$ cat config.mk
export PLATFORM = sky130hd
export DESIGN_NAME = hnf_loc_sram_seq
export DESIGN_NICKNAME = d
export VERILOG_FILES = /design/src/rtl/hnf_loc_sram_seq.sv
export SDC_FILE = /design/constraint.sdc
export NUM_CORES = 1
export LEC_CHECK = 0
export CELL_PAD_IN_SITES_DETAIL_PLACEMENT = 0
export CELL_PAD_IN_SITES_GLOBAL_PLACEMENT = 2
export CORE_AREA = 10 10 446 448
export CTS_BUF_LIST = sky130_fd_sc_hd__clkbuf_8
export DETAILED_ROUTE_END_ITERATION = 8
export DIE_AREA = 0 0 456 458
export GPL_TIMING_DRIVEN = 0
export HOLD_SLACK_MARGIN = 0.06
export PLACE_DENSITY = 0.49
export SYNTH_ARGS = -nofsm -noshare
export SYNTH_HDL_FRONTEND = slang
export SYNTH_SLANG_ARGS = --single-unit
$ cat constraint.sdc
create_clock -name clk -period 2.35 [get_ports clk]
set_input_delay 0.235 -clock clk [delete_from_list [all_inputs] [get_ports clk]]
set_output_delay 0.235 -clock clk [all_outputs]
set_load 0.02 [all_outputs]
$ cat src/rtl/hnf_loc_sram_seq.sv
// Sequencer/arbiter for the HNF tag (loc) SRAM port: reset-time zeroing sweep, then cpl vs invalidate-sweep sharing.
// Optional feature: define HNF_LOC_SWEEP_STARVE_EN to force one sweep slot after STARVE_MAX consecutive cpl grants in SWEEP.
module hnf_loc_sram_seq #(
    parameter int IDX_W      = 10,
    parameter int WAY_NUM    = 16,
    parameter int CLINE_W    = 32,
    parameter int STARVE_MAX = 15
) (
    input  logic                       clk,
    input  logic                       rst_n,
    input  logic                       cpl_req_valid,
    output logic                       cpl_req_ready,
    input  logic [IDX_W-1:0]           cpl_req_index,
    input  logic                       cpl_req_rd_en,
    input  logic [WAY_NUM-1:0]         cpl_req_wr_ways,
    input  logic [CLINE_W-1:0]         cpl_req_wr_cline,
    output logic                       cpl_rd_valid,
    output logic [CLINE_W*WAY_NUM-1:0] cpl_rd_clines,
    input  logic                       sweep_start,
    output logic                       sweep_busy,
    output logic                       sweep_done,
    output logic                       init_done,
    output logic [IDX_W-1:0]           loc_index_q,
    output logic                       loc_rd_en_q,
    output logic [WAY_NUM-1:0]         loc_wr_ways_q,
    output logic [CLINE_W-1:0]         loc_wr_cline_q,
    input  logic [CLINE_W*WAY_NUM-1:0] loc_rd_clines_q
);

    typedef enum logic [1:0] {
        ST_INIT,
        ST_IDLE,
        ST_SWEEP
    } state_e;

    state_e             state_q, state_d;
    logic [IDX_W-1:0]   sweep_idx_q, sweep_idx_d;
    logic [IDX_W-1:0]   loc_index_d;
    logic               loc_rd_en_d;
    logic [WAY_NUM-1:0] loc_wr_ways_d;
    logic [CLINE_W-1:0] loc_wr_cline_d;
    logic               cpl_rd_valid_q, cpl_rd_valid_d;
    logic               sweep_done_q, sweep_done_d;
    logic               init_done_q, init_done_d;
    logic               cpl_gnt;
    logic               sweep_gnt;

`ifdef HNF_LOC_SWEEP_STARVE_EN
    localparam int STARVE_W = ($clog2(STARVE_MAX + 1) < 4) ? 4 : $clog2(STARVE_MAX + 1);
    localparam logic [STARVE_W-1:0] STARVE_LIM = STARVE_W'(STARVE_MAX);

    logic [STARVE_W-1:0] starve_q, starve_d;
    logic                forced_slot;

    assign forced_slot = (state_q == ST_SWEEP) && (starve_q == STARVE_LIM);
`endif

    always_comb begin
        state_d        = state_q;
        sweep_idx_d    = sweep_idx_q;
        loc_index_d    = loc_index_q;
        loc_rd_en_d    = 1'b0;
        loc_wr_ways_d  = '0;
        loc_wr_cline_d = loc_wr_cline_q;
        sweep_done_d   = 1'b0;
        cpl_req_ready  = 1'b0;
`ifdef HNF_LOC_SWEEP_STARVE_EN
        starve_d       = '0;
`endif

        case (state_q)
            ST_IDLE:  cpl_req_ready = 1'b1;
`ifdef HNF_LOC_SWEEP_STARVE_EN
            ST_SWEEP: cpl_req_ready = !forced_slot;
`else
            ST_SWEEP: cpl_req_ready = 1'b1;
`endif
            default:  cpl_req_ready = 1'b0;
        endcase

        cpl_gnt   = cpl_req_valid && cpl_req_ready;
        sweep_gnt = (state_q == ST_INIT) || ((state_q == ST_SWEEP) && !cpl_gnt);

        if (cpl_gnt) begin
            loc_index_d    = cpl_req_index;
            loc_rd_en_d    = cpl_req_rd_en;
            loc_wr_ways_d  = cpl_req_wr_ways;
            loc_wr_cline_d = cpl_req_wr_cline;
        end else if (sweep_gnt) begin
            loc_index_d    = sweep_idx_q;
            loc_wr_ways_d  = '1;
            loc_wr_cline_d = '0;
            sweep_idx_d    = sweep_idx_q + IDX_W'(1);
        end

`ifdef HNF_LOC_SWEEP_STARVE_EN
        if ((state_q == ST_SWEEP) && cpl_gnt) begin
            starve_d = starve_q + STARVE_W'(1);
        end
`endif

        // The last sweep write ends INIT/SWEEP; sweep_idx wraps back to 0 on its own.
        if (sweep_gnt && (sweep_idx_q == '1)) begin
            state_d      = ST_IDLE;
            sweep_done_d = (state_q == ST_SWEEP);
        end
        if ((state_q == ST_IDLE) && sweep_start) begin
            state_d     = ST_SWEEP;
            sweep_idx_d = '0;
        end

        init_done_d    = init_done_q || (state_q == ST_IDLE);
        cpl_rd_valid_d = loc_rd_en_q;
    end

    always_ff @(posedge clk or negedge rst_n) begin
        if (!rst_n) begin
            state_q        <= ST_INIT;
            sweep_idx_q    <= '0;
            loc_index_q    <= '0;
            loc_rd_en_q    <= 1'b0;
            loc_wr_ways_q  <= '0;
            loc_wr_cline_q <= '0;
            cpl_rd_valid_q <= 1'b0;
            sweep_done_q   <= 1'b0;
            init_done_q    <= 1'b0;
        end else begin
            state_q        <= state_d;
            sweep_idx_q    <= sweep_idx_d;
            loc_index_q    <= loc_index_d;
            loc_rd_en_q    <= loc_rd_en_d;
            loc_wr_ways_q  <= loc_wr_ways_d;
            loc_wr_cline_q <= loc_wr_cline_d;
            cpl_rd_valid_q <= cpl_rd_valid_d;
            sweep_done_q   <= sweep_done_d;
            init_done_q    <= init_done_d;
        end
    end

`ifdef HNF_LOC_SWEEP_STARVE_EN
    always_ff @(posedge clk or negedge rst_n) begin
        if (!rst_n) begin
            starve_q <= '0;
        end else begin
            starve_q <= starve_d;
        end
    end
`endif

    assign sweep_busy    = (state_q != ST_IDLE);
    assign sweep_done    = sweep_done_q;
    assign init_done     = init_done_q;
    assign cpl_rd_valid  = cpl_rd_valid_q;
    assign cpl_rd_clines = loc_rd_clines_q;

endmodule

### Yosys cells after proc, flatten, opt, wreduce, memory -nomap -nowiden

Cells that the tools add are included.
Widths: inputs -> output; s select.

* bits in registers: 74
* word-level logic and storage cells: 42

* muxes and demuxes: 14
* reductions and logical operators: 13
* add/sub/neg operators: 1
* eq/ne operators: 5

Operator list (count)
* $mux 32: 2
* $mux 10: 5
* $mux 16: 2
* $add 10x1->10 const B: 1
* $eq 10x10->1 const B: 1
* $reduce_bool 2->1: 3
* $logic_and 1x1->1: 4
* $mux 2: 2
* $ne 2x1->1 const B: 2
* $mux 1: 3
* $eq 2x1->1 const B: 1
* $eq 2x2->1 const B: 1
* $logic_not 2->1: 1
* $logic_or 1x1->1: 2
* $reduce_and 2->1: 1
* $reduce_or 2->1: 1
* $logic_not 1->1: 1

### Longest topological paths before layout

* depth in word-level cells: 10
* gate-level depth with buffers: 7

### Worst setup path before layout

OpenSTA, ideal clock, no wires.

* kind: reg-to-reg
* start point: register state_q[0]
* end point: register sweep_idx_q[8]
* stages on the path, launching flop included: 8
* library setup time: 132 ps
* slack: 545 ps
* data arrival time: 1673 ps
* cell sequence: dfrtp_1 -> inv_1 -> ha_1 -> nand2b_1 -> buf_2 -> a2111oi_4 -> xnor2_1 -> nor2_1

* longest elaborated chain between the ends: 9
* elaborated cells on any way between the ends: 14
* classes of those cells: eq/ne (3); mux (2); reduce/logical (9)

RTL lines
* start, declared: RTL line 36 `state_e state_q, state_d;`
* start signal, assigned: RTL line 128 `state_q <= state_d;`
* $eq 2x2->1 or $eq 2x1->1 (tied branches): RTL line 71 `case (state_q)`
* $reduce_or 2->1 (no source line) *
* $mux 1 *: RTL line 71
* net cpl_req_ready: RTL line 12 `output logic cpl_req_ready,`
* $logic_and 1x1->1 *: RTL line 81 `cpl_gnt = cpl_req_valid && cpl_req_ready;`
* $logic_not 1->1: RTL line 82 `sweep_gnt = (state_q == ST_INIT) || ((state_q == ST_SWEEP) && !cpl_gnt);`
* $logic_and 1x1->1: RTL line 82
* $logic_or 1x1->1: RTL line 82
* $reduce_bool 2->1 (no source line)
* $reduce_and 2->1 (no source line) *
* end signal, assigned: RTL line 129 `sweep_idx_q <= sweep_idx_d;`
* end, declared: RTL line 37 `logic [IDX_W-1:0] sweep_idx_q, sweep_idx_d;`

The timed path passes the listed nets; every way through them passes the cells marked *.
A chain may end at the register's enable or synchronous reset.

### Worst setup path in the final report

* start point: register state_q[0]
* end point: output port sweep_busy

* longest elaborated chain between the ends: 1

RTL lines
* $ne 2x1->1: RTL line 150 `assign sweep_busy = (state_q != ST_IDLE);`
* end, declared: RTL line 20 `output logic sweep_busy,`

No other way between the ends.

==> metrics.txt <==
RSZ-0062 raised after global routing false; routed length per instance 26.9 µm; post-synthesis sequential area ratio 26.8%; vias in the first global route 8147; Post-Syn Area 6910 µm²; GP Congestion 0.903; H-Tree Depth 3; post-synthesis cell count 810; clk_lat worst skew 0.49 ns; total congestion overflow 0; Final ANT Viol Nets 0; # IOs 1151; clock buffer depth 2; Die Wd 456 µm; die footprint 209000 µm²; CP arrival 1.96 ns; Reg clk slew, reported paths 0.12 ns; Overall Global Routing Usage 9.77%; DR vias/cell 2.02; Final nets 2043; Layout area overhead 143%; Initial Utilization 3.64%; yosys synthesis warning count 0; Hold Vio Cnt, Final 0; CP max stage delay 0.74 ns; peak supply drop 0.296 mV; via count 8098; Post-Syn Nets 1389; non-filler cells, final 4016; I/O Buffers 638; largest net degree at the start of global routing 45; CP max-delay cell clkdlybuf4s50_1; Max Freq 456 MHz; wire length of the first global-routing pass 126000 µm; crit path capture type primary output; R2R Setup Slk 0.26 ns; PD cells 637 nW/µm²; Slew @ Worst Pin 0.852 ns; crit start category register; CTS tree built; Primary FF master, synth dfrtp_1; final cycle utilization of the critical path 93.4%; CP Buf/Inv Count 2; Req. time, crit path 2.12 ns; residual DRC count 0; Post-synth ARST share 100%; Netlist cell types 33; # rows 160; DR pass1 iterations 4; status finished clean; detailed placement HPWL 102000 µm; Final Setup Violations 0; # clock sinks 74; Post-synth EDFFs 0; Slew Limit Fails 0; Syn Area/Cell 8.53 µm²; WHS 0.260 ns; antenna violations before repair 162; register bit count reported by yosys 74; Placed Instances 3960; headroom to the max-slew limit 43.4%; chip height 458 µm; DRT iter0 DRCs 496; number of buffers created by CTS 9; HP Class in2reg; number of maximum-capacitance violations 0; Crit Path Category reg2out; CP Cell Sequence ha_1 > inv_1 > clkdlybuf4s50_1; root buffer cell clkbuf_8; Clock Skews 0.0198 ns; Tmin final 2.19 ns; Pleak 6.62 nW; Core Area 190000 µm²; Routed WL 108000 µm; Crit Path Max Fanout 4; ratio of cells with drive above 1 in the final layout 37.6%; delay-heaviest family, CP buffers and inverters
kinds of logic (layout without fill, tap and decap cells):
kind of cell	Yosys count	after routing	synth area share [%]
other	0	36	0
multiplexers	10	10	1.45
adder cells (fa/ha/maj)	4	4	0.724
AND/OR/NAND/NOR	135	135	8.29
buffers and inverters	538	1197	57.3
XOR/XNOR	7	7	0.887
AO/OA/AOI/OAI	42	42	4.55
flip-flops	74	74	26.8
worst min-delay path: cells and delay by family:
family	cells	cell delay, ns
buf+inv	1	0.40
simple gates	2	0.10
path summary, 6_finish.rpt:
path / cells after the start / end / from
hold / removal: 3 / loc_wr_cline_q[22]$_DFFE_PN0P_ / cpl_req_wr_cline[22]
min in group asynchronous: 2 / loc_index_q[0]$_DFFE_PN0P_ / rst_n
setup reg to reg: 7 / loc_wr_cline_q[1]$_DFFE_PN0P_ / state_q[0]$_DFFE_PN0P_
setup / recovery: 3 / sweep_busy / state_q[0]$_DFFE_PN0P_
max in group asynchronous: 3 / loc_wr_cline_q[2]$_DFFE_PN0P_ / rst_n
hold reg to reg: 0 / cpl_rd_valid$_DFF_PN0_ / loc_rd_en_q$_DFF_PN0_
per-layer routing:
metal | share of wire [%] | track usage (%) | routed length, µm | vias to the layer above
met2 | 47 | 15.9 | 50500 | 744
met4 | 2.8 | 3.18 | 3070 | 96
met3 | 15 | 7.01 | 15800 | 213
met5 | 0.57 | 0 | 621 | -
li1 | - | - | - | 3380
met1 | 35 | 9.83 | 37900 | 3665
synth_stat cells (all sizes together) (3+ instances only):
| cell type | count | area [µm²] |
|---|---|---|
| a211oi | 4 | 30.0 |
| a21oi | 4 | 35.0 |
| and2 | 3 | 18.8 |
| buf | 523 | 3900 |
| clkbuf | 7 | 26.3 |
| dfrtp | 74 | 1850 |
| ha | 4 | 50.1 |
| inv | 8 | 30.0 |
| mux2i | 10 | 100 |
| nand2 | 81 | 304 |
| nand3 | 37 | 185 |
| nor2 | 9 | 33.8 |
| o21a | 17 | 128 |
| o21ai | 11 | 55.1 |
| xnor2 | 7 | 61.3 |
placed cells by master, fill, tap and decap left out, types with 9 or more instances in the layout:
master,netlist,final
clkdlybuf4s50_1,0,635
buf_4,512,515
nand2_1,81,80
dfrtp_1,74,74
nand3_1,37,37
diode_2,0,36
o21a_1,17,17
mux2i_1,10,10
o21ai_1,10,10
buf_2,8,9
nor2_1,9,9
clkbuf_8,0,9
through the flow:
step | total power (W) | util (%) | setup WS (ns) | area, µm² | setup TNS [ns]
3_3_place_gp | 0.00988 | 8.67 | -3.17 | 16400 | -244.07
2_1_floorplan | 0.00540 | - | 0.545 | 6910 | 0
3_5_place_dp | 0.00986 | 8.68 | -0.645 | 16500 | -12.47
4_1_cts | 0.0112 | 8.80 | 0.00281 | 16700 | 0
6_report | 0.0107 | 8.86 | 0.156 | 16800 | 0
5_1_grt | 0.0115 | 8.83 | 0.00273 | 16700 | 0
where the power goes:
part / internal (W) / switching (W)
clock network: 0.000498 / 0.000736
logic: 0.00290 / 0.00431
registers: 0.00187 / 0.000394
total: 0.00527 / 0.00544
what timing repair did:
action | CTS | global route
endpoints found under the hold margin | 30 | 0
pin swaps | 0 | 1
cloned | 0 | 0
gates resized for setup | 10 | 1
setup endpoints to repair | 28 | 13
hold buffers | 1 | 0
setup buffers | 0 | 3
area by class of cell:
class / instances / area (µm²)
Fill cell: 21900 / 173000
Timing Repair Buffer: 643 / 6460
Buffer: 530 / 3930
Tap cell: 2511 / 3140
Sequential cell: 74 / 1850
Multi-Input combinational cell: 198 / 1100
Clock buffer: 9 / 124
Antenna cell: 36 / 90.1
Clock inverter: 7 / 76.3
Inverter: 8 / 30.0
sequential cells by signal, summed over array words and instances (netlist names):
signal	flops
init_done	1
state_q	2
cpl_rd_valid	1
loc_wr_ways_q	16
sweep_idx_q	10
loc_rd_en_q	1
loc_wr_cline_q	32
sweep_done	1
loc_index_q	10
Note: power is estimated with default switching activity, not from simulation.
